File: config.mk
export PLATFORM = sky130hd
export DESIGN_NAME = pattern_bist
export DESIGN_NICKNAME = d
export VERILOG_FILES = /design/src/rtl/pattern_bist.sv
export SDC_FILE = /design/constraint.sdc
export NUM_CORES = 1
export LEC_CHECK = 0
export BUFFER_PORTS_ARGS = -buffer_cell sky130_fd_sc_hd__buf_4
export CAP_MARGIN = 20
export CORE_MARGIN = 2
export CORE_UTILIZATION = 45
export DETAILED_ROUTE_END_ITERATION = 10
export HOLD_SLACK_MARGIN = 0.1
export PLACE_DENSITY = 0.72
export REMOVE_ABC_BUFFERS = 1
export SYNTH_ARGS = -nofsm -noshare
export SYNTH_HDL_FRONTEND = slang
export SYNTH_SLANG_ARGS = --single-unit
File: constraint.sdc
create_clock -name clk -period 1.77 [get_ports clk]
set_input_delay 0 -clock clk [delete_from_list [all_inputs] [get_ports clk]]
set_output_delay 0 -clock clk [all_outputs]
set_load 0.03 [all_outputs]
File: src/rtl/pattern_bist.sv
// LFSR-driven BIST sequencer: resets the DUT, applies pseudo-random patterns and folds responses into a MISR.
// Optional macro SIG_COMPARE_EN adds a golden-signature input and a registered pass flag.
module pattern_bist #(
    parameter int unsigned       WIDTH   = 8,
    parameter int unsigned       CNT_W   = 8,
    parameter logic [WIDTH-1:0]  TAPS    = WIDTH'(8'hB8),
    parameter int unsigned       RST_CYC = 2,
    parameter int unsigned       LAT     = 1
) (
    input  logic             clk,
    input  logic             reset,
    input  logic             start,
    input  logic [WIDTH-1:0] seed,
    input  logic [CNT_W-1:0] num_pat,
    input  logic             hold,
    input  logic [WIDTH-1:0] dut_out,
`ifdef SIG_COMPARE_EN
    input  logic [WIDTH-1:0] golden,
    output logic             pass,
`endif
    output logic             dut_rst,
    output logic [WIDTH-1:0] pat,
    output logic             pat_valid,
    output logic             busy,
    output logic             done,
    output logic [WIDTH-1:0] signature
);

    localparam int unsigned MAXC = (RST_CYC > LAT) ? RST_CYC : LAT;
    localparam int unsigned TW   = $clog2(MAXC + 1);

    typedef enum logic [2:0] {
        IDLE,
        DUT_RST,
        RUN,
        FLUSH,
        DONE
    } state_t;

    state_t           state;
    logic [WIDTH-1:0] lfsr;
    logic [CNT_W-1:0] cnt;
    logic [TW-1:0]    tmr;
    logic [LAT-1:0]   vp;
    logic [LAT-1:0]   vp_nxt;
    logic [WIDTH-1:0] misr_nxt;

    // Galois shift shared by the pattern generator and the signature register
    function automatic logic [WIDTH-1:0] gstep(input logic [WIDTH-1:0] q);
        return (q >> 1) ^ (q[0] ? TAPS : '0);
    endfunction

    // Pattern outputs follow hold within the same cycle; the MISR folds in delayed responses
    always_comb begin
        pat_valid = 1'b0;
        pat       = '0;
        if (state == RUN) begin
            pat_valid = !hold;
            pat       = lfsr;
        end
        vp_nxt   = (vp << 1) | LAT'(pat_valid);
        misr_nxt = vp[LAT-1] ? (gstep(signature) ^ dut_out) : signature;
    end

    always_ff @(posedge clk or posedge reset) begin
        if (reset) begin
            state     <= IDLE;
            lfsr      <= WIDTH'(1);
            cnt       <= '0;
            tmr       <= '0;
            vp        <= '0;
            signature <= '0;
            dut_rst   <= 1'b1;
            busy      <= 1'b0;
            done      <= 1'b0;
`ifdef SIG_COMPARE_EN
            pass      <= 1'b0;
`endif
        end else begin
            vp        <= vp_nxt;
            signature <= misr_nxt;
            unique case (state)
                IDLE, DONE: begin
                    if (start) begin
                        state     <= DUT_RST;
                        cnt       <= num_pat;
                        lfsr      <= (seed == '0) ? WIDTH'(1) : seed;
                        vp        <= '0;
                        signature <= '0;
                        tmr       <= TW'(RST_CYC - 1);
                        dut_rst   <= 1'b1;
                        busy      <= 1'b1;
                        done      <= 1'b0;
`ifdef SIG_COMPARE_EN
                        pass      <= 1'b0;
`endif
                    end
                end
                DUT_RST: begin
                    if (tmr == '0) begin
                        dut_rst <= 1'b0;
                        if (cnt == '0) begin
                            state <= FLUSH;
                            tmr   <= TW'(LAT - 1);
                        end else begin
                            state <= RUN;
                        end
                    end else begin
                        tmr <= tmr - TW'(1);
                    end
                end
                RUN: begin
                    if (pat_valid) begin
                        lfsr <= gstep(lfsr);
                        cnt  <= cnt - CNT_W'(1);
                        if (cnt == CNT_W'(1)) begin
                            state <= FLUSH;
                            tmr   <= TW'(LAT - 1);
                        end
                    end
                end
                FLUSH: begin
                    // Last flush edge also captures the final response, so compare the incoming value
                    if (tmr == '0) begin
                        state <= DONE;
                        busy  <= 1'b0;
                        done  <= 1'b1;
`ifdef SIG_COMPARE_EN
                        pass  <= (misr_nxt == golden);
`endif
                    end else begin
                        tmr <= tmr - TW'(1);
                    end
                end
                default: state <= IDLE;
            endcase
        end
    end

endmodule

# == Word-level counts from Yosys, hierarchy flattened ==
# Cells that the tools add are included.
# classes
addsub,2
eq_ne,12
mux,37
n_bitwise,3
reduce_logical,15
# ops
operator,count
8-bit two-way mux,11
8-bit one-hot mux with 2 select lines,2
8-bit zero test,2
7-bit by 8-bit bitwise XOR with 8-bit output,2
3-bit two-way mux,5
2-bit two-way mux,6
3-bit one-hot mux with 4 select lines,1
"2-bit != test, second input constant",5
3-bit AND reduction,3
"8-bit by 1-bit equality test with 1-bit output, second input constant",1
1-bit two-way mux,8
2-bit one-hot mux with 4 select lines,1
"8-bit by 1-bit subtractor with 8-bit output, second input constant",1
8-bit bitwise XOR,1
"3-bit by 2-bit equality test with 1-bit output, second input constant",2
1-bit one-hot mux with 2 select lines,3
6-bit AND reduction,1
2-bit nonzero test,3
5-bit AND reduction,1
4-bit nonzero test,1
"3-bit by 1-bit equality test with 1-bit output, second input constant",1
"3-bit equality test, second input constant",1
3-bit zero test,1
"3-bit != test, second input constant",1
5 further kinds,5
# totals
reg_bits,33
in_bits,28
output_inout_bits,20
elab_cells,78

# == Longest topological paths before layout ==
# logic_depth
ltp_word,6
ltp_mapped,6
mapped_depth_nobuf,6

# == Worst setup path before layout ==
# No wires, ideal clock.
# synth_timing
path_type,reg-to-output
from,register state[0]
to,output pat_valid
arrival_ns,1.762
t_required_ns,1.770
setup_slack_ns,0.008
path_stages_with_launch,6
path_buffers,3
path_cell_list,dfrtp_1 buf_2 or3b_2 buf_2 clkbuf_1 nor2_1
# synth_via
elab_chain_cells,2
# synth_rtl
item,line_no,source
"start, declared",40,state_t state;
"start signal, assigned",67,state <= IDLE;
"start signal, assigned",85,state <= DUT_RST;
"start signal, assigned",103,state <= FLUSH;
3-bit by 2-bit equality test with 1-bit output,57,if (state == RUN) begin
1-bit two-way mux,57,
"end, declared",23,"output logic pat_valid,"
# No other way between the ends.

# == Worst setup path in the final report ==
# layout_timing
from,register cnt[5]
to,register tmr[1]
# layout_via
elab_chain_cells,3
elab_cells_between_ends,5
classes_between,3 x eq/ne; 2 x reduce/logical
# layout_rtl
item,line_no,source
"start, declared",42,logic [CNT_W-1:0] cnt;
"start signal, assigned",86,cnt <= num_pat;
"start signal, assigned",115,cnt <= cnt - CNT_W'(1);
8-bit by 1-bit equality test with 1-bit output / 8-bit zero test (equally long branches),"116, 102",
2-bit by 1-bit != test with 1-bit output (no source line) / 3-bit != test (equally long branches),n/a,
6-bit AND reduction (no source line) (*),n/a,
"end signal, assigned",109,tmr <= tmr - TW'(1);
"end signal, assigned",118,tmr <= TW'(LAT - 1);
"end signal, assigned",132,tmr <= tmr - TW'(1);
"end, declared",43,logic [TW-1:0] tmr;
# Mark *: on every way between the ends. The rest lies on a longest branch, timed or not.
# A chain may end at the register's enable or synchronous reset.

==> metrics.json <==
{
  "cts_max_level": {"value": 2},
  "startpoint_type": {"value": "register"},
  "hold_class": {"value": "input pin to register"},
  "core.rowCount": {"value": 23},
  "finalMaxSlewViolations": {"value": 0},
  "die_y": {"value": 69.8, "unit": "um"},
  "power_frac_seq": {"value": 29.9, "unit": "%"},
  "synth_sequential_area_ratio": {"value": 42.5, "unit": "%"},
  "synth.ff_latch_count": {"value": 33},
  "max_cap_violations": {"value": 0},
  "max_slew.worst_pin.slew": {"value": 0.442, "unit": "ns"},
  "power_frac_comb": {"value": 58.5, "unit": "%"},
  "synth_enable_flop_cells": {"value": 0},
  "numClockSinks": {"value": 33},
  "required": {"value": 1.98, "unit": "ns"},
  "port-buffer-count": {"value": 47},
  "gp_congestion": {"value": 0.782},
  "synth.top_cells.by_area": {"value": "dfrtp_1, xnor2_1, nor2_1"},
  "synthMostInstantiatedCell": {"value": "nor2_1"},
  "globalRouteTotalUtil": {"value": 20.3, "unit": "%"},
  "cts_root_buf": {"value": "clkbuf_8"},
  "grt_pass1_wl": {"value": 7940, "unit": "um"},
  "synth_commonest_cells": {"value": "nor2_1, dfrtp_1, o21ai_0"},
  "crit_path_end_kind": {"value": "register"},
  "hpwlAfterDp": {"value": 3130, "unit": "um"},
  "die-width": {"value": 69.8, "unit": "um"},
  "relSlewSlack": {"value": 69.8, "unit": "%"},
  "setup_violations": {"value": 0},
  "grt_start_max_net_pins": {"value": 34},
  "wl": {"value": 4710, "unit": "um"},
  "antennaDiodeCount": {"value": 0},
  "commonest_register_cell_after_synthesis": {"value": "dfrtp_1"},
  "clockBufferDepth": {"value": 2},
  "worst_ep_arrival_time": {"value": 1.91, "unit": "ns"},
  "dr.pass1.iters": {"value": 4},
  "synth.largest_area_cell": {"value": "dfrtp_1"},
  "power_density": {"value": 1670, "unit": "mW/mm^2"},
  "via_count_of_the_routed_design": {"value": 1841},
  "cts-buffers-inserted": {"value": 5},
  "syn-cell-area": {"value": 0.00195, "unit": "sq mm"},
  "core_area": {"value": 0.00409, "unit": "sq mm"},
  "yosys_warnings": {"value": 0},
  "clk_latency": {"value": 0.28, "unit": "ns"},
  "first_global_vias": {"value": 1771},
  "final_min_period_over_clock_period": {"value": 96.2, "unit": "%"},
  "synth.top_cell.area_share": {"value": 39.8, "unit": "%"},
  "yosysUniqueCellTypes": {"value": 44},
  "fp.dieArea": {"value": 0.00487, "unit": "sq mm"},
  "finalWorstPathRequiredPeriod": {"value": 1.70, "unit": "ns"},
  "postSynthCellCount": {"value": 221},
  "p_leak": {"value": 1.26, "unit": "nW"},
  "placed_cells": {"value": 320},
  "final_core_utilization": {"value": 68.3, "unit": "%"},
  "final_layout_size_suffix_gt1_share": {"value": 27.4, "unit": "%"},
  "multi_input_area": {"value": 0.00103, "unit": "sq mm"},
  "clk_pin_slew": {"value": 0.07, "unit": "ns"},
  "fmax": {"value": 0.588, "unit": "GHz"},
  "area.growth.synth_to_final": {"value": 43.2, "unit": "%"},
  "asyncSetResetFlopFracSynth": {"value": 100, "unit": "%"},
  "power.share.clock": {"value": 11.7, "unit": "%"},
  "drt-vias-per-instance": {"value": 5.22},
  "finalHoldViolCount": {"value": 0},
  "final_nets": {"value": 336},
  "clock-skew-final": {"value": 0.00240, "unit": "ns"},
  "drt-wirelength-per-cell": {"value": 13.3, "unit": "um"},
  "grt_antenna_before_repair": {"value": 0},
  "initial_utilization": {"value": 47.7, "unit": "%"},
  "count_of_fill_cells_added_during_filler_insertion": {"value": 342},
  "power.net_switching": {"value": 2.06, "unit": "mW"},
  "peakVddDrop": {"value": 0.939, "unit": "mV"},
  "clock_tree_from_tritoncts": {"value": "done"},
  "critical_path.max_fanout": {"value": 5},
  "power.share.switching": {"value": 44.2, "unit": "%"},
  "first_iter_violations": {"value": 146},
  "outcome": {"value": "complete, no violations"},
  "intPower": {"value": 2.60, "unit": "mW"},
  "critical_path_class": {"value": "register to register"},
  "route.antenna.remaining_nets": {"value": 0},
  "sequential_cell_area": {"value": 828, "unit": "sq um"},
  "post_synth.cell_area_avg": {"value": 8.82, "unit": "sq um"},
  "overflow": {"value": 0},
  "num_io_pins": {"value": 48},
  "layout.cells.non_filler": {"value": 353},
  "drc_errors": {"value": 0}
}
==> stage by stage <==
stage               area [sq um]  power [mW]  setup TNS (ns)  setup WS (ns)  hold slack (ns)
finish                      2790        4.66               0         0.0680            0.182
global route                2790        5.06         -0.0212        -0.0212            0.222
CTS                         2760        4.62               0         0.0413            0.181
detailed placement          2430        4.01               0         0.0541            0.123
global placement            2430        3.96               0          0.106            0.124
floorplan                   1890        3.07        -0.00636       -0.00636           0.0664
==> path summary, 6_finish.rpt <==
path                       cells after the start       start           end  slack [ns]
setup / recovery                               4      cnt[5]        tmr[1]        0.07
hold / removal                                 5  dut_out[4]  signature[4]        0.18
setup reg to reg                               4      cnt[5]        tmr[1]        0.07
hold reg to reg                                2     dut_rst       dut_rst        0.50
max in group asynchronous                      4       reset       dut_rst        1.07
min in group asynchronous                      4       reset       lfsr[4]        0.36
==> power by group through the flow <==
stage               logic, mW  clock network (mW)  registers, mW
floorplan                1.48                   0           1.59
global placement         2.58                   0           1.39
detailed placement       2.61                   0           1.40
CTS                      2.66               0.567           1.39
global route             3.01               0.611           1.44
finish                   2.72               0.544           1.39
==> cells in the final DEF, fill, tap and decap left out, drive strengths merged, types with 3 or more instances in the layout <==
master	n
inv	13
a211oi	7
ha	6
buf	64
dlygate4sd3	24
a31oi	4
nor4	5
dfrtp	31
a21oi	12
and2	5
nor3b	4
a2bb2oi	3
o21ai	17
mux2i	4
nor2	34
nand2	16
xnor2	15
clkbuf	6
==> timing repair <==
item / CTS / global route
resized for setup: 0 / 6
buffers inserted: 0 / 1
hold endpoints to repair: 54 / 0
endpoints found under the setup margin: 0 / 5
hold buffers: 24 / 0
==> flip-flops by register name (all words and copies together) (netlist names) <==
name and cells:
state 3, signature 8, done 1, vp 1
dut_rst 1, tmr 2, cnt 8, lfsr 8
busy 1
==> area by class of cell <==
class / instances / area share [%]
multi-input combinational: 161 / 37.1
clock inverter: 2 / 0.359
timing repair buffer: 88 / 26.3
clock buffer: 6 / 2.60
inverter: 13 / 1.75
sequential: 33 / 29.7
tap: 50 / 2.24
==> routing by layer <==
metal,global-route usage [%],share of wire [%],vias to the layer above
met3,4.07,4.6,5
met5,0,0,-
met2,34.0,51,49
met4,7.26,0.89,0
li1,-,-,930
met1,26.1,43,857
==> worst max-delay path, stage by stage, from the launching register on <==
cell and delay (ns):
dfrtp_1 0.42, or3_4 0.41, or2_4 0.24, a221oi_2 0.33
mux2i_1 0.22
==> cells by family (layout without fill, tap and decap cells) <==
logic type	Yosys count	count (layout)	share of synthesized area (%)
AO/OA/AOI/OAI	58	58	19.6
flip-flops	33	33	42.5
XOR/XNOR	15	15	6.74
multiplexers	4	4	2.06
AND/OR/NAND/NOR	78	78	19.6
adder cells (fa/ha/maj)	6	6	3.85
buffers and inverters	27	109	5.65
No activity file was read; power rests on OpenSTA's default activity.
